$ cat config.mk
export PLATFORM = sky130hd
export DESIGN_NAME = spi_reg_ctrl
export DESIGN_NICKNAME = d
export VERILOG_FILES = /design/src/rtl/spi_reg_ctrl.sv
export SDC_FILE = /design/constraint.sdc
export NUM_CORES = 1
export LEC_CHECK = 0
export CAP_MARGIN = 40
export CORE_ASPECT_RATIO = 0.6
export CORE_MARGIN = 2
export CORE_UTILIZATION = 55
export DETAILED_ROUTE_END_ITERATION = 10
export PLACE_DENSITY_LB_ADDON = 0.15
export SLEW_MARGIN = 30
export SYNTH_ARGS = -nofsm -noshare
export SYNTH_HDL_FRONTEND = slang
export SYNTH_SLANG_ARGS = --single-unit
$ cat constraint.sdc
create_clock -name clk -period 2.7 [get_ports clk]
set_clock_uncertainty 0.05 [all_clocks]
set_input_delay 0.54 -clock clk [delete_from_list [all_inputs] [get_ports clk]]
set_output_delay 0.54 -clock clk [all_outputs]
set_load 0.02 [all_outputs]
$ cat src/rtl/spi_reg_ctrl.sv
// Register-access controller behind spi_slave: decodes framed read/write commands
// and runs single-beat request/ack transfers on the internal register bus.
module spi_reg_ctrl #(
    parameter int ADDR_W  = 6,
    parameter int TIMEOUT = 16
) (
    input  logic              clk,
    input  logic              rst_n,
    input  logic              ssel,
    input  logic [7:0]        cmd,
    input  logic              cmd_valid,
    output logic [7:0]        response,
    output logic [ADDR_W-1:0] bus_addr,
    output logic [7:0]        bus_wdata,
    output logic              bus_we,
    output logic              bus_re,
    input  logic [7:0]        bus_rdata,
    input  logic              bus_ack,
    output logic              busy,
    output logic              err_timeout,
    output logic              err_overrun
);

    typedef enum logic [2:0] {
        S_IDLE  = 3'd0,
        S_CMD   = 3'd1,
        S_WDATA = 3'd2,
        S_WBUS  = 3'd3,
        S_RBUS  = 3'd4,
        S_DRAIN = 3'd5
    } state_t;

    localparam logic [7:0] TMO_LAST = 8'(TIMEOUT - 1);

    state_t            state, state_d;
    logic [2:0]        ssel_sync;
    logic              frame, frame_q, frame_rise;
    logic [ADDR_W-1:0] addr_q, addr_d;
    logic              ai_q, ai_d;
    logic [7:0]        wdata_q, wdata_d;
    logic              we_q, we_d;
    logic              re_q, re_d;
    logic [7:0]        resp_q, resp_d;
    logic              err_to_q, err_to_d;
    logic              err_ov_q, err_ov_d;
    logic [7:0]        hold_data_q, hold_data_d;
    logic              hold_valid_q, hold_valid_d;
    logic [7:0]        cnt_q, cnt_d;
    logic              busy_q, busy_d;
    logic              xfer_done;

    // Same tap depth as spi_slave so the last byte strobe of a frame precedes frame falling.
    assign frame      = ~ssel_sync[1];
    assign frame_q    = ~ssel_sync[2];
    assign frame_rise = frame & ~frame_q;

    // Bus handshake: a request (bus_we or bus_re) rises one cycle after its trigger and
    // holds addr/wdata stable; bus_ack sampled in any request cycle completes it and the
    // request drops on the next edge. With no ack, it drops after TIMEOUT cycles high.
    assign xfer_done = bus_ack || (cnt_q == TMO_LAST);

    always_comb begin
        state_d      = state;
        addr_d       = addr_q;
        ai_d         = ai_q;
        wdata_d      = wdata_q;
        we_d         = we_q;
        re_d         = re_q;
        resp_d       = resp_q;
        err_to_d     = err_to_q;
        err_ov_d     = err_ov_q;
        hold_data_d  = hold_data_q;
        hold_valid_d = hold_valid_q;
        cnt_d        = cnt_q;

        case (state)
            S_IDLE: begin
                if (frame_rise) state_d = S_CMD;
            end
            S_CMD: begin
                if (!frame) begin
                    state_d = S_IDLE;
                end else if (cmd_valid) begin
                    addr_d = cmd[ADDR_W-1:0];
                    ai_d   = cmd[6];
                    if (cmd[7]) begin
                        state_d = S_WDATA;
                    end else begin
                        re_d    = 1'b1;
                        cnt_d   = 8'd0;
                        state_d = S_RBUS;
                    end
                end
            end
            S_WDATA: begin
                if (!frame) begin
                    state_d = S_IDLE;
                end else if (hold_valid_q) begin
                    // Buffered byte goes out first; a byte arriving now refills the freed slot.
                    wdata_d      = hold_data_q;
                    we_d         = 1'b1;
                    cnt_d        = 8'd0;
                    hold_valid_d = 1'b0;
                    state_d      = S_WBUS;
                    if (cmd_valid) begin
                        hold_data_d  = cmd;
                        hold_valid_d = 1'b1;
                    end
                end else if (cmd_valid) begin
                    wdata_d = cmd;
                    we_d    = 1'b1;
                    cnt_d   = 8'd0;
                    state_d = S_WBUS;
                end
            end
            S_WBUS: begin
                if (cmd_valid) begin
                    if (hold_valid_q) begin
                        err_ov_d = 1'b1;
                    end else begin
                        hold_data_d  = cmd;
                        hold_valid_d = 1'b1;
                    end
                end
                if (xfer_done) begin
                    we_d = 1'b0;
                    if (!bus_ack) err_to_d = 1'b1;
                    if (ai_q) addr_d = addr_q + ADDR_W'(1);
                    state_d = frame ? S_WDATA : S_IDLE;
                end else begin
                    cnt_d = cnt_q + 8'd1;
                end
            end
            S_RBUS: begin
                if (xfer_done) begin
                    re_d   = 1'b0;
                    resp_d = bus_ack ? bus_rdata : 8'hFF;
                    if (!bus_ack) err_to_d = 1'b1;
                    state_d = frame ? S_DRAIN : S_IDLE;
                end else begin
                    cnt_d = cnt_q + 8'd1;
                end
            end
            S_DRAIN: begin
                if (!frame) state_d = S_IDLE;
            end
            default: state_d = S_IDLE;
        endcase

        // A byte still pending when the frame closes belongs to no transfer.
        if (!frame) hold_valid_d = 1'b0;

        busy_d = (state_d == S_WDATA) || (state_d == S_WBUS) ||
                 (state_d == S_RBUS)  || (state_d == S_DRAIN);
    end

    always_ff @(posedge clk) begin
        if (!rst_n) begin
            state        <= S_IDLE;
            ssel_sync    <= 3'b111;
            addr_q       <= '0;
            ai_q         <= 1'b0;
            wdata_q      <= 8'h00;
            we_q         <= 1'b0;
            re_q         <= 1'b0;
            resp_q       <= 8'h00;
            err_to_q     <= 1'b0;
            err_ov_q     <= 1'b0;
            hold_data_q  <= 8'h00;
            hold_valid_q <= 1'b0;
            cnt_q        <= 8'd0;
            busy_q       <= 1'b0;
        end else begin
            state        <= state_d;
            ssel_sync    <= {ssel_sync[1:0], ssel};
            addr_q       <= addr_d;
            ai_q         <= ai_d;
            wdata_q      <= wdata_d;
            we_q         <= we_d;
            re_q         <= re_d;
            resp_q       <= resp_d;
            err_to_q     <= err_to_d;
            err_ov_q     <= err_ov_d;
            hold_data_q  <= hold_data_d;
            hold_valid_q <= hold_valid_d;
            cnt_q        <= cnt_d;
            busy_q       <= busy_d;
        end
    end

    assign response    = resp_q;
    assign bus_addr    = addr_q;
    assign bus_wdata   = wdata_q;
    assign bus_we      = we_q;
    assign bus_re      = re_q;
    assign busy        = busy_q;
    assign err_timeout = err_to_q;
    assign err_overrun = err_ov_q;

endmodule

==> results.cfg <==
[run_status]
status = completed

[global_route]
grt_overflow_total = 0
grt_max_degree = 39
grt_antenna_before_repair = 0
gr-usage-all-layers_pct = 23.7
grt_pass1_wl_um = 9410
grt_pass1_vias = 1819

[place]
dpl-instance-area_um2 = 2920
dp_cells = 353
hpwl_um = 4070
port_buffers = 47
place_congestion = 0.895

[sta]
finalCritPeriodShare_pct = 80.2
final-max-slew-violation-count = 0
maxSlewHeadroom_pct = 64.6
setup_viol = 0
finalSetupTns_ns = 0
hold_viol = 0
layout_min_cycle_time_ns = 2.17
grt_setup_unrepaired = false
fmax_mhz = 462
tightest_slew_ns = 0.527

[finish]
multi_input_area_um2 = 1310
diodes = 0
layout-drive-gt1-share_pct = 12.0
postLayoutCoreUtil_pct = 72.5
design_area_um2 = 3040
fillerInstances = 324
area_growth_syn_to_layout_pct = 24.6
nNetsFinal = 323
register_area_um2 = 1020
final_cells = 361

[detailed_routing]
viasPerCell = 5.87
drtPass1Iterations = 5
dr_total_vias = 2118
drt-initial-drc-count = 154
wire_per_inst_um = 15.7
drc = 0
routed_wl_um = 5680
ant_nets = 0

[critical_path]
crit_chain = clkdlybuf4s50_1 > nor2_2 > nor4b_4 > o21ai_2 > or4_1 > a21oi_1
timing.critical_path.fanout_max = 12
critPathKind = in -> reg
max_stage_delay_ns = 0.60
arrival_ns = 2.36
timing.critical_path.required_ns = 2.89
end_kind = flop
worstSetupStartpointType = input pin
cpMaxStageDelayCell = clkdlybuf4s50_1

[clock_network]
cts-root-buf = clkbuf_8
cts.path.max_buffers = 2
post_cts_resized = 0
clkSinkCount = 51
cts_tree = done
cts_buffers = 5
clkSlewWorstSetupHoldPaths_ns = 0.09
clock_latency_ns = 0.31
postCtsHoldBufs = 0
htreeDepth = 2
post_cts_buffers = 0

[synthesis]
synth_area_per_cell_um2 = 9.48
synth_cells = 257
synth_top_family_by_area = simple AND/OR/NAND/NOR gates
ys_seq_area_share_pct = 41.9
yosysWarnings = 0
synth_edf_count = 0
synthArstFlopShare_pct = 0
synth-compound-area-share_pct = 22.3
ys_types = 52
synth_seq_cells = 51
yosys.area_share.adder_pct = 1.03
synth_simple_gate_area_share_pct = 23.2
synth-xor-area-share_pct = 0
synth.area.mux_share_pct = 7.04
syn_area_um2 = 2440
syn_nets = 280
yosys_most_used_dff = dfxtp_1

[floorplanning]
io_pins = 48
initial_core_util_pct = 58.2
die_w_um = 89.9
coreArea_um2 = 4190
rows = 18
dieArea_um2 = 5000
die_h_um = 55.6

[pwr]
ir_worst_vdd_mv = 0.333
power.density_nw_per_um2 = 458
leakage_nw = 1.22

[min_path]
hold_path.class = reg -> reg

[run]
maxCapViolations = 0
[worst paths after layout]
kind / start / endpoint / slack, ns / cells after the start
worst min register to register: ssel_sync[0]$_SDFF_PN1_ / ssel_sync[1]$_SDFF_PN1_ / 0.36 / 1
worst max-delay path: cmd_valid / cnt_q[6]$_SDFFE_PN0P_ / 0.53 / 6
worst max register to register: cnt_q[0]$_SDFFE_PN0P_ / cnt_q[6]$_SDFFE_PN0P_ / 0.54 / 6
worst min-delay path: ssel_sync[0]$_SDFF_PN1_ / ssel_sync[1]$_SDFF_PN1_ / 0.36 / 1
[critical path, delay by kind of cell]
| kind | cells | cell delay (ns) |
|---|---|---|
| and+or+nand+nor | 3 | 0.87 |
| buffers and inverters | 1 | 0.60 |
| AOI/OAI and AO/OA | 2 | 0.35 |
[cells in the final DEF (no fill, tap or decap), types with 3 or more instances in the layout]
cell type / instances
a21oi_1: 10
o31ai_1: 7
a31oi_1: 3
nor2_1: 13
o211a_1: 9
nor2b_1: 10
o21a_1: 4
nand2b_1: 5
dfxtp_1: 51
nand2_1: 27
o221a_2: 8
o21ai_0: 11
clkbuf_8: 5
or4_1: 7
a21boi_0: 4
buf_4: 5
nor3_1: 4
nand4_1: 3
inv_1: 3
clkdlybuf4s50_1: 47
o211ai_1: 6
nand3_1: 6
nor2_2: 3
mux2i_1: 16
[per-stage QoR]
stage               power (mW)  hold WS (ns)  setup slack, ns
global route              1.44         0.395            0.337
finish                    1.39         0.364            0.534
floorplan                0.814         0.336            0.836
global placement         0.859         0.339            0.278
detailed placement       0.858         0.345            0.254
CTS                       1.40         0.367            0.554
[cell usage after synthesis (4+ instances only)]
cell type,instances,area (µm²)
dfxtp_1,51,1020
nand2_1,27,101
mux2i_1,16,160
nor2_1,13,48.8
o21ai_0,11,55.1
a21oi_1,10,50.1
nor2b_1,10,62.6
o211a_1,9,90.1
o221a_2,8,90.1
o31ai_1,7,52.6
or4_1,7,52.6
clkbuf_1,6,22.5
nand3_1,6,30.0
o211ai_1,6,45.0
nand2b_1,5,31.3
a21boi_0,4,30.0
buf_2,4,20.0
buf_6,4,45.0
nor3_1,4,20.0
o21a_1,4,30.0
[area by class of cell]
| type | instances | share of cell area [%] |
|---|---|---|
| Clock inverter | 3 | 1.53 |
| Sequential cell | 51 | 33.6 |
| Tap cell | 60 | 2.47 |
| Multi-Input combinational cell | 187 | 43.0 |
| Clock buffer | 5 | 2.27 |
| Timing Repair Buffer | 52 | 16.7 |
| Inverter | 3 | 0.371 |
[power breakdown]
group	internal, mW	switching (mW)	total (mW)
Clock	0.279	0.269	0.548
Sequential	0.755	0.00505	0.760
Combinational	0.0420	0.0399	0.0819
Total	1.08	0.313	1.39
[metal layers]
layer	global-route usage, %	wire (µm)
met1	37.6	2980
met5	0	0
met2	30.8	2200
met4	7.25	70
met3	6.00	428
[logic make-up after synthesis]
kind of cell	after synthesis
simple gates	97
mux	17
flops	51
fa+ha+maj	2
compound gates	71
buf+inv	19
[sequential cells by signal, summed over array words and instances (netlist names), 3 cells and up]
signal,flops
state,3
ssel_sync,3
bus_wdata,8
cnt_q,8
response,8
hold_data_q,8
bus_addr,6
Power figures use the tool's default switching activity.
